<file path="src/rtl/led_fade_driver.sv">
// PWM "breathing" LED stage fed by the slow blink counter: LEDG[0] fades, LEDG[1] flags a ramp.
// Define LED_GAMMA_EN to drive the PWM comparator with a squared (gamma-corrected) duty.
module led_fade_driver #(
    parameter int unsigned PWM_BITS = 8,
    parameter int unsigned PRESCALE = 12207,
    parameter int unsigned STEP     = 1
) (
    input  logic       CLOCK_50,
    input  logic       RESET_N,
    input  logic       blink_in,
    output logic [1:0] LEDG
);

    localparam int unsigned PRE_W = (PRESCALE > 1) ? $clog2(PRESCALE) : 1;
    localparam logic [PWM_BITS-1:0] MAX      = {PWM_BITS{1'b1}};
    localparam logic [PWM_BITS:0]   STEP_EXT = (PWM_BITS + 1)'(STEP);
    localparam logic [PRE_W-1:0]    PRE_LAST = PRE_W'(PRESCALE - 1);

    typedef enum logic [1:0] {
        StOff  = 2'd0,
        StRise = 2'd1,
        StOn   = 2'd2,
        StFall = 2'd3
    } state_e;

    logic                sync_q;
    logic                blink_s_q;
    logic [PRE_W-1:0]    pre_cnt_q;
    logic [PWM_BITS-1:0] pwm_cnt_q;
    logic [PWM_BITS-1:0] level_q;
    logic [1:0]          led_q;
    state_e              state_q;

    logic                tick;
    logic [PWM_BITS:0]   rise_sum;
    logic [PWM_BITS-1:0] rise_next;
    logic [PWM_BITS-1:0] fall_next;
    logic [PWM_BITS-1:0] duty;

    // Two-flop synchronizer; blink_in is asynchronous to CLOCK_50.
    always_ff @(posedge CLOCK_50 or negedge RESET_N) begin
        if (!RESET_N) begin
            sync_q    <= 1'b0;
            blink_s_q <= 1'b0;
        end else begin
            sync_q    <= blink_in;
            blink_s_q <= sync_q;
        end
    end

    assign tick = (pre_cnt_q == PRE_LAST);

    always_ff @(posedge CLOCK_50 or negedge RESET_N) begin
        if (!RESET_N) begin
            pre_cnt_q <= '0;
        end else if (tick) begin
            pre_cnt_q <= '0;
        end else begin
            pre_cnt_q <= pre_cnt_q + PRE_W'(1);
        end
    end

    always_ff @(posedge CLOCK_50 or negedge RESET_N) begin
        if (!RESET_N) begin
            pwm_cnt_q <= '0;
        end else begin
            pwm_cnt_q <= pwm_cnt_q + PWM_BITS'(1);
        end
    end

    // Ramp arithmetic saturates at both ends; the sum is one bit wider so it cannot wrap.
    assign rise_sum  = {1'b0, level_q} + STEP_EXT;
    assign rise_next = (rise_sum > {1'b0, MAX}) ? MAX : rise_sum[PWM_BITS-1:0];
    assign fall_next = ({1'b0, level_q} >= STEP_EXT) ? (level_q - STEP_EXT[PWM_BITS-1:0]) : '0;

`ifdef LED_GAMMA_EN
    logic [2*PWM_BITS-1:0] level_sq;
    assign level_sq = {{PWM_BITS{1'b0}}, level_q} * {{PWM_BITS{1'b0}}, level_q};
    assign duty     = level_sq[2*PWM_BITS-1:PWM_BITS];
`else
    assign duty = level_q;
`endif

    always_ff @(posedge CLOCK_50 or negedge RESET_N) begin
        if (!RESET_N) begin
            state_q <= StOff;
            level_q <= '0;
            led_q   <= 2'b00;
        end else begin
            led_q[0] <= (level_q == MAX) || (pwm_cnt_q < duty);
            led_q[1] <= (state_q == StRise) || (state_q == StFall);
            unique case (state_q)
                StOff: begin
                    level_q <= '0;
                    if (blink_s_q) begin
                        state_q <= StRise;
                    end
                end
                StRise: begin
                    // A reversal wins over a coincident tick; the level holds that cycle.
                    if (!blink_s_q) begin
                        state_q <= StFall;
                    end else if (tick) begin
                        level_q <= rise_next;
                        if (rise_next == MAX) begin
                            state_q <= StOn;
                        end
                    end
                end
                StOn: begin
                    level_q <= MAX;
                    if (!blink_s_q) begin
                        state_q <= StFall;
                    end
                end
                StFall: begin
                    if (blink_s_q) begin
                        state_q <= StRise;
                    end else if (tick) begin
                        level_q <= fall_next;
                        if (fall_next == '0) begin
                            state_q <= StOff;
                        end
                    end
                end
            endcase
        end
    end

    assign LEDG = led_q;

endmodule
</file>
<file path="config.mk">
export PLATFORM = sky130hd
export DESIGN_NAME = led_fade_driver
export DESIGN_NICKNAME = d
export VERILOG_FILES = /design/src/rtl/led_fade_driver.sv
export SDC_FILE = /design/constraint.sdc
export NUM_CORES = 1
export LEC_CHECK = 0
export ABC_AREA = 1
export CORE_ASPECT_RATIO = 1.4
export CORE_MARGIN = 8
export CORE_UTILIZATION = 45
export DETAILED_ROUTE_END_ITERATION = 10
export SLEW_MARGIN = 20
export SYNTH_ARGS = -nofsm -noshare
export SYNTH_HDL_FRONTEND = slang
export SYNTH_SLANG_ARGS = --single-unit
</file>
<file path="constraint.sdc">
create_clock -name CLOCK_50 -period 2.4 [get_ports CLOCK_50]
set_input_delay 0.48 -clock CLOCK_50 [delete_from_list [all_inputs] [get_ports CLOCK_50]]
set_output_delay 0.48 -clock CLOCK_50 [all_outputs]
set_load 0.01 [all_outputs]
</file>
## After elaboration in Yosys (flattened, before gate mapping)

Cells that the tools add are included.

| storage, ports and cells | value |
|---|---|
| bits in registers | 36 |
| latch bits | 0 |
| memory bits (writable) | 0 |
| bits in read-only memories | 0 |
| input port bits | 3 |
| output and inout bits | 2 |
| logic and storage cells | 53 |
| memories kept | 0 |

| operators by class | value |
|---|---|
| add/subtract/negate cells | 4 |
| multipliers | 0 |
| div/mod/pow operators | 0 |
| order comparisons | 3 |
| eq/ne operators | 16 |
| shift operators | 0 |
| mux-type cells | 17 |
| bitwise logic cells | 0 |
| reduce and logical (&&, ||, !) cells | 6 |

Operators by type and width:

| operator | count |
|---|---|
| 8-bit two-way mux | 6 |
| 8-bit one-hot mux with 4 select lines | 1 |
| 8-bit == test (second input constant) | 2 |
| 2-bit two-way mux | 8 |
| 14-bit by 1-bit adder with 14-bit output (second input constant) | 1 |
| 14-bit == test (second input constant) | 1 |
| 14-bit two-way mux | 1 |
| 2-bit != test (second input constant) | 6 |
| 8-bit by 1-bit adder with 9-bit output (second input constant) | 1 |
| 9-bit by 8-bit > comparator with 1-bit output (second input constant) | 1 |
| 8-bit by 1-bit adder with 8-bit output (second input constant) | 1 |
| 8-bit by 1-bit greater-or-equal comparator with 1-bit output (second input constant) | 1 |
| 8-bit zero test | 1 |
| 8-bit < comparator | 1 |
| 2-bit one-hot mux with 4 select lines | 1 |
| 8-bit by 1-bit subtractor with 8-bit output (second input constant) | 1 |
| 3-bit by 2-bit != test with 1-bit output (second input constant) | 2 |
| 3-bit != test (second input constant) | 2 |
| 6-bit AND reduction | 1 |
| 2-bit == test (second input constant) | 2 |
| 4-bit AND reduction | 1 |
| 2-bit by 1-bit == test with 1-bit output (second input constant) | 1 |
| 2-bit zero test | 1 |
| 1-bit logical OR | 2 |

## Logic depth before layout (Yosys ltp)

Gate-level depths: netlist (run 1).

| depth | value |
|---|---|
| depth in word-level cells | 8 |
| depth in mapped cells | 16 |
| depth with buffers taken out | 16 |

## Worst setup path after synthesis (run 1)

No wires, ideal clock.

| timing | value |
|---|---|
| kind | flip-flop to flip-flop |
| from | register level_q[0], in the netlist duty[0] |
| to | register state_q[0] |
| library setup time | 0.117 ns |
| data arrival time | 1.739 ns |
| data required time | 2.283 ns |
| slack | 0.545 ns |
| stages on the path, launching flop included | 16 |
| path buffers | 0 |
| period minus slack after synthesis | 1.855 ns |
| cells stage by stage | dfrtp_1 -> inv_1 -> ha_1 -> inv_1 -> nor2_1 -> nand4_1 -> nand3_1 -> nand2_1 -> nor2_1 -> nand2_1 -> nand2_1 -> nand2_2 -> nor2_4 -> nand2_2 -> nand2_1 -> nand2_1 |

| between the ends | value |
|---|---|
| word-level cells in the longest chain between the ends | 6 |
| elaborated cells between the ends (all ways) | 11 |
| those cells by class | add/sub: 2; order compare: 2; eq/ne: 3; mux: 2; reduce/logical: 2 |

RTL lines:

| what | RTL line | RTL |
|---|---|---|
| start: declaration | 30 | `logic [PWM_BITS-1:0] level_q;` |
| start signal: assignment | 104 | `level_q <= rise_next;` |
| start signal: assignment | 120 | `level_q <= fall_next;` |
| 8-bit by 1-bit adder with 9-bit output | 72 | `assign rise_sum = {1'b0, level_q} + STEP_EXT;` |
| 9-bit by 8-bit > comparator with 1-bit output | 73 | `assign rise_next = (rise_sum > {1'b0, MAX}) ? MAX : rise_sum[PWM_BITS-1:0];` |
| 8-bit two-way mux | 73 |  |
| 8-bit == test | 105 | `if (rise_next == MAX) begin` |
| 3-bit by 2-bit != test with 1-bit output (no line) | - |  |
| 6-bit AND reduction (no line) * | - |  |
| end signal: assignment | 102 | `state_q <= StFall;` |
| end signal: assignment | 106 | `state_q <= StOn;` |
| end signal: assignment | 113 | `state_q <= StFall;` |
| end: declaration | 32 | `state_e state_q;` |

Mark *: on every way between the ends. The rest lies on a longest branch, timed or not.
A chain may end at the register's enable or synchronous reset.

## Final worst setup path (run 1)

| timing | value |
|---|---|
| from | register level_q[0], in the netlist duty[0] |
| to | register state_q[1] |

The elaborated chain is that of the path after synthesis.

==> results of run 1 <==
sequential cells by signal, summed over array words and instances, names as in the netlist:
| register | count |
|---|---|
| pre_cnt_q | 14 |
| duty | 8 |
| pwm_cnt_q | 8 |
| LEDG | 2 |
| state_q | 2 |
| blink_s_q | 1 |
| sync_q | 1 |
final cells by class:
cell class	instances	area, um^2
sequential	36	901
inverter	50	189
multi-input combinational	244	1390
clock buffer	8	90.1
timing repair buffer	5	42.5
fill	558	2750
tap	68	85.1
stage by stage:
| stage | instance area, um^2 | hold slack, ns | util | power, W | setup WS, ns |
|---|---|---|---|---|---|
| 2_1_floorplan | 2500 | 0.184 | - | 0.00185 | 0.545 |
| 3_5_place_dp | 2600 | 0.343 | 0.478 | 0.00215 | 0.353 |
| 4_1_cts | 2690 | 0.317 | 0.494 | 0.00261 | 0.320 |
| 5_1_grt | 2690 | 0.351 | 0.494 | 0.00286 | 0.0260 |
| 6_report | 2690 | 0.290 | 0.494 | 0.00259 | 0.297 |
| 3_3_place_gp | 2600 | 0.349 | 0.478 | 0.00214 | 0.413 |
kinds of logic (layout without fill, tap and decap cells):
family	count (synthesis)	count (layout)	share of synthesized area
AO/OA/AOI/OAI	43	43	0.0956
XOR/XNOR	11	11	0.0386
adder cells (fa/ha/maj)	19	19	0.0951
buffers and inverters	54	63	0.0851
flip-flops	36	36	0.361
AND/OR/NAND/NOR	171	171	0.325
power by group through the flow:
stage,clock (W),sequential [W],combinational (W)
final,0.000448,0.000817,0.00133
after global placement,0,0.000825,0.00131
after global routing,0.000490,0.000832,0.00154
after CTS,0.000468,0.000815,0.00133
after floorplan,0,0.000785,0.00106
after detailed placement,0,0.000826,0.00133
worst min path at each step:
stage,start,endpoint,slack (ns),cells after the start
after floorplan,RESET_N,LEDG[0]$_DFF_PN0_,0.18,0
after global placement,sync_q$_DFF_PN0_,blink_s_q$_DFF_PN0_,0.35,0
after detailed placement,sync_q$_DFF_PN0_,blink_s_q$_DFF_PN0_,0.34,0
after CTS,RESET_N,LEDG[0]$_DFF_PN0_,0.32,1
after global routing,RESET_N,pre_cnt_q[10]$_DFF_PN0_,0.35,1
final,RESET_N,pre_cnt_q[10]$_DFF_PN0_,0.29,1
layout by cell type, fill, tap and decap left out, types with 6 or more instances in the layout:
cell type and instances:
clkbuf_8 6, o21ai_0 15, ha_1 19, inv_1 40, inv_2 9, xor2_1 7
nand3_1 28, nor2_1 31, nand2_2 6, nand2_1 79, a21oi_1 13, dfrtp_1 36
metal layers:
layer,part of all wire,vias up
met5,0,-
met1,0.42,982
met4,0.023,0
met2,0.53,30
li1,-,1091
met3,0.030,14
==> summary.md, run 1 <==
| Metric | Value |
|---|---|
| Crit path DAT | `approximately 2.3 ns` |
| Slowest-stage cell, CP | `dfrtp_1` |
| Internal power component | `0.00141 W` |
| Final setup viols | `0` |
| First-pass GRT wire length | `roughly 9.4 mm` |
| Most frequent cells after synthesis | `nand2_1 (79), inv_1 (40), dfrtp_1 (36)` |
| Area growth from synthesis to layout | `7.76%` |
| Die height | `about 100 um` |
| Remaining Overflow, GRT | `0` |
| Post-route insts no fill | `411` |
| Fin. Hold Viols | `0` |
| Final Critical Period | `2.10 ns` |
| Mean area per synthesized cell | `roughly 7.5 um^2` |
| Crit path max-delay family | `simple AND/OR/NAND/NOR gates` |
| Worst Path Max Fanout | `7` |
| Worst setup path startpoint | `duty[0]$_DFFE_PN0P_` |
| DP HPWL | `4.07 mm` |
| Num CTS Buffers | `5` |
| CP Class | `register to register` |
| Setup crit start kind | `register` |
| FMAX | `476 MHz` |
| Post-synthesis async set-or-reset flop share | `1.00` |
| Worst r2r path cells | `15` |
| Core footprint | `between 5000 and 6000 um^2` |
| Vias in the first global route | `roughly 2100` |
| FF-to-FF End | `state_q[1]$_DFFE_PN0P_` |
| GRT met1 Usage | `0.152` |
| Post-synthesis sequential element count | `36` |
| Clk_lat worst skew | `approximately 0.28 ns` |
| Final ANT Viol Nets | `0` |
| NetSw | `~0.0012 W` |
| Placed cells | `between 400 and 500` |
| HP Class | `input port to async pin` |
| Die span in x | `between 70 and 80 um` |
| Mapped Cells | `334` |
| Count leader, synth | `nand2_1` |
| Port Buf Inserts | `4` |
| Post-Syn Area | `2500 um^2` |
| Worst VDD drop | `just over 500 uV` |
| GPL Wtd Cong | `0.927` |
| Initial core utilization | `0.459` |
| R2R setup slack | `a little under 0.3 ns` |
| PD cells | `approximately 960 nW/um^2` |
| Dominant cell type by area after synthesis | `dfrtp_1` |
| Sw frac | `0.458` |
| RR Startpoint | `duty[0]$_DFFE_PN0P_` |
| Post-route setup TNS | `0 ns` |
| Clock power share | `0.173` |
| Vias post-DR | `approximately 2100` |
| Met2 Use GR | `0.250` |
| DRC viols | `0` |
| Most frequent CP cell | `nand2_1` |
| Number of synthesized flops with an enable pin | `0` |
| Ant. Diodes | `0` |
| GRT Total Usage | `0.140` |
| Fin nets | `between 300 and 400` |
| DR vias/cell | `about 5.2` |
| I/O pins | `5` |
| Critical path depth | `15` |
| Comb pwr share | `0.513` |
| # Max-Cap Violations | `0` |
| Ranking of synthesized cells by area | `dfrtp_1 (36%), nand2_1 (12%), ha_1 (9.5%)` |
| Slew @ Worst Pin | `just over 0.8 ns` |
| Total Wirelength | `5.32 mm` |
| WL/cell | `between 10 and 15 um` |
| # rows | `32` |
| Unrepaired setup endpoints after global routing | `false` |
| Layout cell share with drive strength beyond 1 | `0.111` |
| Post-CTS Setup Bufs | `0` |
| Crit path capture | `state_q[1]$_DFFE_PN0P_` |
| M3 GR Usage | `0.0251` |
| Synth top area share | `0.361` |
| Drt initial violations | `65` |
| Part of the power in registers | `0.315` |
| Static leakage | `between 1 and 1.5 nW` |
| WP buf/inv | `2` |
| TritonCTS clock tree | `yes` |
| Die area | `8230 um^2` |
| CTS Buffer Depth | `2` |
| Largest net degree at the start of global routing | `37` |
| Initial antenna violation count | `0` |
| Layout Skew | `~0.0037 ns` |
| Synth warn | `0` |
| Outcome | `complete, no violations` |
| Syn_nets | `roughly 360` |
| CP cell instances | `inv_1 -> ha_1 -> inv_1 -> nor2_1 -> nand4_1 -> nand3_1 -> nand2_1 -> nor2_1 -> nand2_1 -> nand2_1 -> nand2_2 -> nor2_4 -> nand2_2 -> nand2_1 -> nand2_1` |
| Clock-pin slew on the worst setup and hold paths | `roughly 0.070 ns` |
| Req. time, crit path | `2.58 ns` |
| Critical Path Sink Type | `register` |
| Tcrit/Tclk final | `0.876` |
| 1st-pass router iterations | `4` |
| Crit path largest cell delay | `roughly 0.46 ns` |
| Slew Limit Fails | `0` |
| Max-slew headroom | `0.450` |
| Clock Sinks | `36` |
| Busiest grt layer | `met2` |
| Post_cts resized | `0` |
| Post-synth cell types | `37` |
| Hold_buf cts | `0` |
| Post-synth top flop | `dfrtp_1` |
| H-tree depth | `2` |
| Clock root cell | `clkbuf_8` |
| Sequential area share after synthesis | `0.361` |
Power figures use the tool's default switching activity.
==> run 2, diff against run 1 <==
--- a/config.mk
+++ b/config.mk
@@ -5,7 +5,6 @@
 export SDC_FILE = /design/constraint.sdc
 export NUM_CORES = 1
 export LEC_CHECK = 0
-export ABC_AREA = 1
 export CORE_ASPECT_RATIO = 1.4
 export CORE_MARGIN = 8
 export CORE_UTILIZATION = 45
==> run 2 against run 1 <==
Compared with the run above: routed wire length up 0.92%; clock power up 21%; via count is 12% lower; cell area shrank 1.2%; die area decreased by 4.6%; flip-flop and latch count is the same; maximum frequency is 7.0% lower; global-route usage is 0.65 points higher; critical path type unchanged; highest routed layer unchanged.
==> summary.md, run 2 <==
| Metric | Value |
|---|---|
| Outcome | `complete, no violations (unchanged)` |
| Core footprint | `5120 um^2 (was 5450 um^2)` |
| Count leader, synth | `dfrtp_1 (was nand2_1)` |
| Most flop-heavy register | `pre_cnt_q (unchanged)` |
| Clock Sinks | `36 (unchanged)` |
| Die height | `102 um (was 104 um)` |
| # rows | `31 (was 32)` |
| Worst VDD drop | `615 uV (was 508 uV)` |
| CP Class | `register to register (unchanged)` |
| Hold Slack | `0.274 ns (was 0.290 ns)` |
| Die span in x | `77.2 um (was 79.0 um)` |
| Layout cell share with drive strength beyond 1 | `0.134 (was 0.111)` |
| GPL Wtd Cong | `0.883 (was 0.927)` |
| GRT Total Usage | `0.146 (was 0.140)` |
| FF-to-FF End | `state_q[0]$_DFFE_PN0P_ (was state_q[1]$_DFFE_PN0P_)` |
| Tcrit/Tclk final | `0.942 (was 0.876)` |
| Static leakage | `1.19 nW (was 1.38 nW)` |
| Mean area per synthesized cell | `9.40 um^2 (was 7.48 um^2)` |
| Ranking of synthesized cells by area | `dfrtp_1 (38%), ha_1 (9.5%), nor2_1 (5.1%) (was dfrtp_1 (36%), nand2_1 (12%), ha_1 (9.5%))` |
| Fin. Hold Viols | `0 (unchanged)` |
| Setup crit start kind | `register (unchanged)` |
| Internal power component | `0.00169 W (was 0.00141 W)` |
| WL/cell | `16.0 um (was 13.0 um)` |
| Syn_nets | `272 (was 356)` |
| Sequential area share after synthesis | `0.382 (was 0.361)` |
| Synth top area share | `0.382 (was 0.361)` |
| Dominant cell type by area after synthesis | `dfrtp_1 (unchanged)` |
| Clock-pin slew on the worst setup and hold paths | `0.08 ns (was 0.07 ns)` |
| Multi-input logic area | `1370 um^2 (was 1390 um^2)` |
| Final Critical Period | `2.26 ns (was 2.10 ns)` |
| Critical Path Sink Type | `register (unchanged)` |
| R2R setup slack | `0.14 ns (was 0.30 ns)` |
| Largest net degree at the start of global routing | `37 (unchanged)` |
| Final ANT Viol Nets | `0 (unchanged)` |
| First-pass GRT wire length | `9.07 mm (was 9.36 mm)` |
| Final setup viols | `0 (unchanged)` |
| Post-CTS Setup Bufs | `0 (unchanged)` |
| Worst r2r path cells | `8 (was 15)` |
| Fin nets | `289 (was 364)` |
| Synth warn | `0 (unchanged)` |
| Post-synthesis sequential element count | `36 (unchanged)` |
| Post-Syn Area | `2360 um^2 (was 2500 um^2)` |
| Comb pwr share | `0.549 (was 0.513)` |
| Ant. Diodes | `0 (unchanged)` |
| I/O pins | `5 (unchanged)` |
| # Max-Cap Violations | `0 (unchanged)` |
| Placed instance area | `2540 um^2 (was 2600 um^2)` |
| FF/Latch Area | `901 um^2 (unchanged)` |
| Hold_buf cts | `0 (unchanged)` |
| CTS Buffer Depth | `2 (unchanged)` |
| Finished Cell Area | `2660 um^2 (was 2690 um^2)` |
| Total Wirelength | `5.37 mm (was 5.32 mm)` |
| Part of the power in registers | `0.264 (was 0.315)` |
| Sw frac | `0.418 (was 0.458)` |
| Slew Limit Fails | `0 (unchanged)` |
| Area growth from synthesis to layout | `12.7% (was 7.76%)` |
| Initial core utilization | `0.461 (was 0.459)` |
| Initial antenna violation count | `0 (unchanged)` |
| Worst Path Max Fanout | `3 (was 7)` |
| Unrepaired setup endpoints after global routing | `false (unchanged)` |
| Clock root cell | `clkbuf_8 (unchanged)` |
| FMAX | `442 MHz (was 476 MHz)` |
| Slew @ Worst Pin | `0.819 ns (was 0.825 ns)` |
| Flip-flop count of the largest register after layout | `14 (unchanged)` |
| RR Startpoint | `duty[1]$_DFFE_PN0P_ (was duty[0]$_DFFE_PN0P_)` |
| Num CTS Buffers | `5 (unchanged)` |
| DRC viols | `0 (unchanged)` |
| Post-synthesis async set-or-reset flop share | `1.00 (unchanged)` |
| H-tree depth | `2 (unchanged)` |
| Clock power share | `0.187 (was 0.173)` |
| DP HPWL | `3.92 mm (was 4.07 mm)` |
| Overall Power | `0.00289 W (was 0.00259 W)` |
| Number of synthesized flops with an enable pin | `0 (unchanged)` |
| Clk_lat worst skew | `0.30 ns (was 0.28 ns)` |
| PD cells | `1090 nW/um^2 (was 963 nW/um^2)` |
| Fill cells | `501 (was 558)` |
| Commonest non-fill, non-tap cell in the layout | `dfrtp_1 (was nand2_1)` |
| Post-synth top flop | `dfrtp_1 (unchanged)` |
| Most frequent cells in the layout | `dfrtp_1 (36), nor2_1 (32), ha_1 (17) (was nand2_1 (79), inv_1 (40), dfrtp_1 (36))` |
| Post_cts resized | `0 (unchanged)` |
| TritonCTS clock tree | `yes (unchanged)` |
| Drt initial violations | `46 (was 65)` |
| Post-route setup TNS | `0 ns (unchanged)` |
| Port Buf Inserts | `4 (unchanged)` |
| Most frequent cells after synthesis | `dfrtp_1 (36), nor2_1 (32), ha_1 (18) (was nand2_1 (79), inv_1 (40), dfrtp_1 (36))` |
| Req. time, crit path | `2.59 ns (was 2.58 ns)` |
| Crit path DAT | `2.45 ns (was 2.28 ns)` |
| Die area | `7850 um^2 (was 8230 um^2)` |
| Layout Skew | `0.00906 ns (was 0.00373 ns)` |
| Vias in the first global route | `1925 (was 2131)` |
| DR vias/cell | `5.56 (was 5.15)` |
| 1st-pass router iterations | `4 (unchanged)` |
| NetSw | `0.00121 W (was 0.00119 W)` |
| Remaining Overflow, GRT | `0 (unchanged)` |
| Vias post-DR | `1863 (was 2117)` |
| Mapped Cells | `251 (was 334)` |
| Max-slew headroom | `0.454 (was 0.450)` |
| HP Class | `input port to async pin (unchanged)` |
| Post-synth cell types | `59 (was 37)` |
[run 2: cell types whose count changed in the layout (fill, tap and decap cells not counted), sizes merged, moves of 6 or more]
| cell | change |
|---|---|
| buf | +14 |
| nand2 | -71 |
| xnor2 | +8 |
| inv | -34 |
| o21ai | -8 |
| nand3 | -17 |
| a21oi | -9 |
| and3 | +6 |
[run 2: layout make-up]
type | instances | share of cell area
Multi-Input combinational cell | 191 | 0.513
Sequential cell | 36 | 0.339
Timing Repair Buffer | 19 | 0.0555
Tap cell | 66 | 0.0310
Clock buffer | 6 | 0.0273
Inverter | 15 | 0.0212
Clock inverter | 2 | 0.0132
[run 2: worst max path at each step]
stage | from | to | slack (ns) | depth (start not counted)
after floorplan | duty[0]$_DFFE_PN0P_ | state_q[0]$_DFFE_PN0P_ | 0.07 | 9
after global placement | pre_cnt_q[0]$_DFF_PN0_ | duty[7]$_DFFE_PN0P_ | 0.20 | 8
after detailed placement | duty[1]$_DFFE_PN0P_ | state_q[1]$_DFFE_PN0P_ | 0.15 | 8
after CTS | duty[1]$_DFFE_PN0P_ | state_q[1]$_DFFE_PN0P_ | 0.15 | 8
after global routing | pre_cnt_q[0]$_DFF_PN0_ | duty[7]$_DFFE_PN0P_ | 0.01 | 8
final | duty[1]$_DFFE_PN0P_ | state_q[0]$_DFFE_PN0P_ | 0.14 | 8
[run 2: cell families after synthesis]
group,count (synthesis),share of synthesized area
simple gates,99,0.224
xor+xnor,22,0.0817
compound gates,47,0.150
mux,4,0.0186
flops,36,0.382
buf+inv,24,0.0440
fa+ha+maj,19,0.0997
[run 2: critical path: stages (launching register included)]
cell     delay, ns
dfrtp_1       0.38
inv_1         0.10
ha_2          0.29
and2b_1       0.17
maj3_1        0.35
and3_1        0.19
o22a_1        0.16
o32ai_2       0.17
mux2_1        0.35
[run 2: power by group through the flow]
stage / sequential, W / clock [W] / combinational (W)
final: 0.000766 / 0.000541 / 0.00159
after global routing: 0.000778 / 0.000575 / 0.00175
after CTS: 0.000765 / 0.000548 / 0.00156
after detailed placement: 0.000776 / 0 / 0.00156
after global placement: 0.000775 / 0 / 0.00155
after floorplan: 0.000784 / 0 / 0.00109
[run 2: metrics by stage]
step	std cells	setup slack, ns	util
2_1_floorplan	251	0.0716	-
3_3_place_gp	327	0.196	0.497
3_5_place_dp	327	0.150	0.497
4_1_cts	335	0.148	0.518
5_1_grt	335	0.0131	0.520
6_report	335	0.140	0.520
[run 2: routing by layer]
| metal | routed length, um | vias to the layer above | track usage |
|---|---|---|---|
| met5 | 0 | - | 0 |
| met4 | 194 | 0 | 0.0918 |
| met3 | 213 | 14 | 0.0311 |
| met2 | 2790 | 32 | 0.254 |
| met1 | 2170 | 894 | 0.158 |
| li1 | - | 923 | - |
==> run 3, diff against run 2 <==
--- a/config.mk
+++ b/config.mk
@@ -5,6 +5,7 @@
 export SDC_FILE = /design/constraint.sdc
 export NUM_CORES = 1
 export LEC_CHECK = 0
+export ABC_CLOCK_PERIOD_IN_PS = 2400
 export CORE_ASPECT_RATIO = 1.4
 export CORE_MARGIN = 8
 export CORE_UTILIZATION = 45
==> results of run 3 <==
Final layout, timing and power as in run 2 (identical DEF).
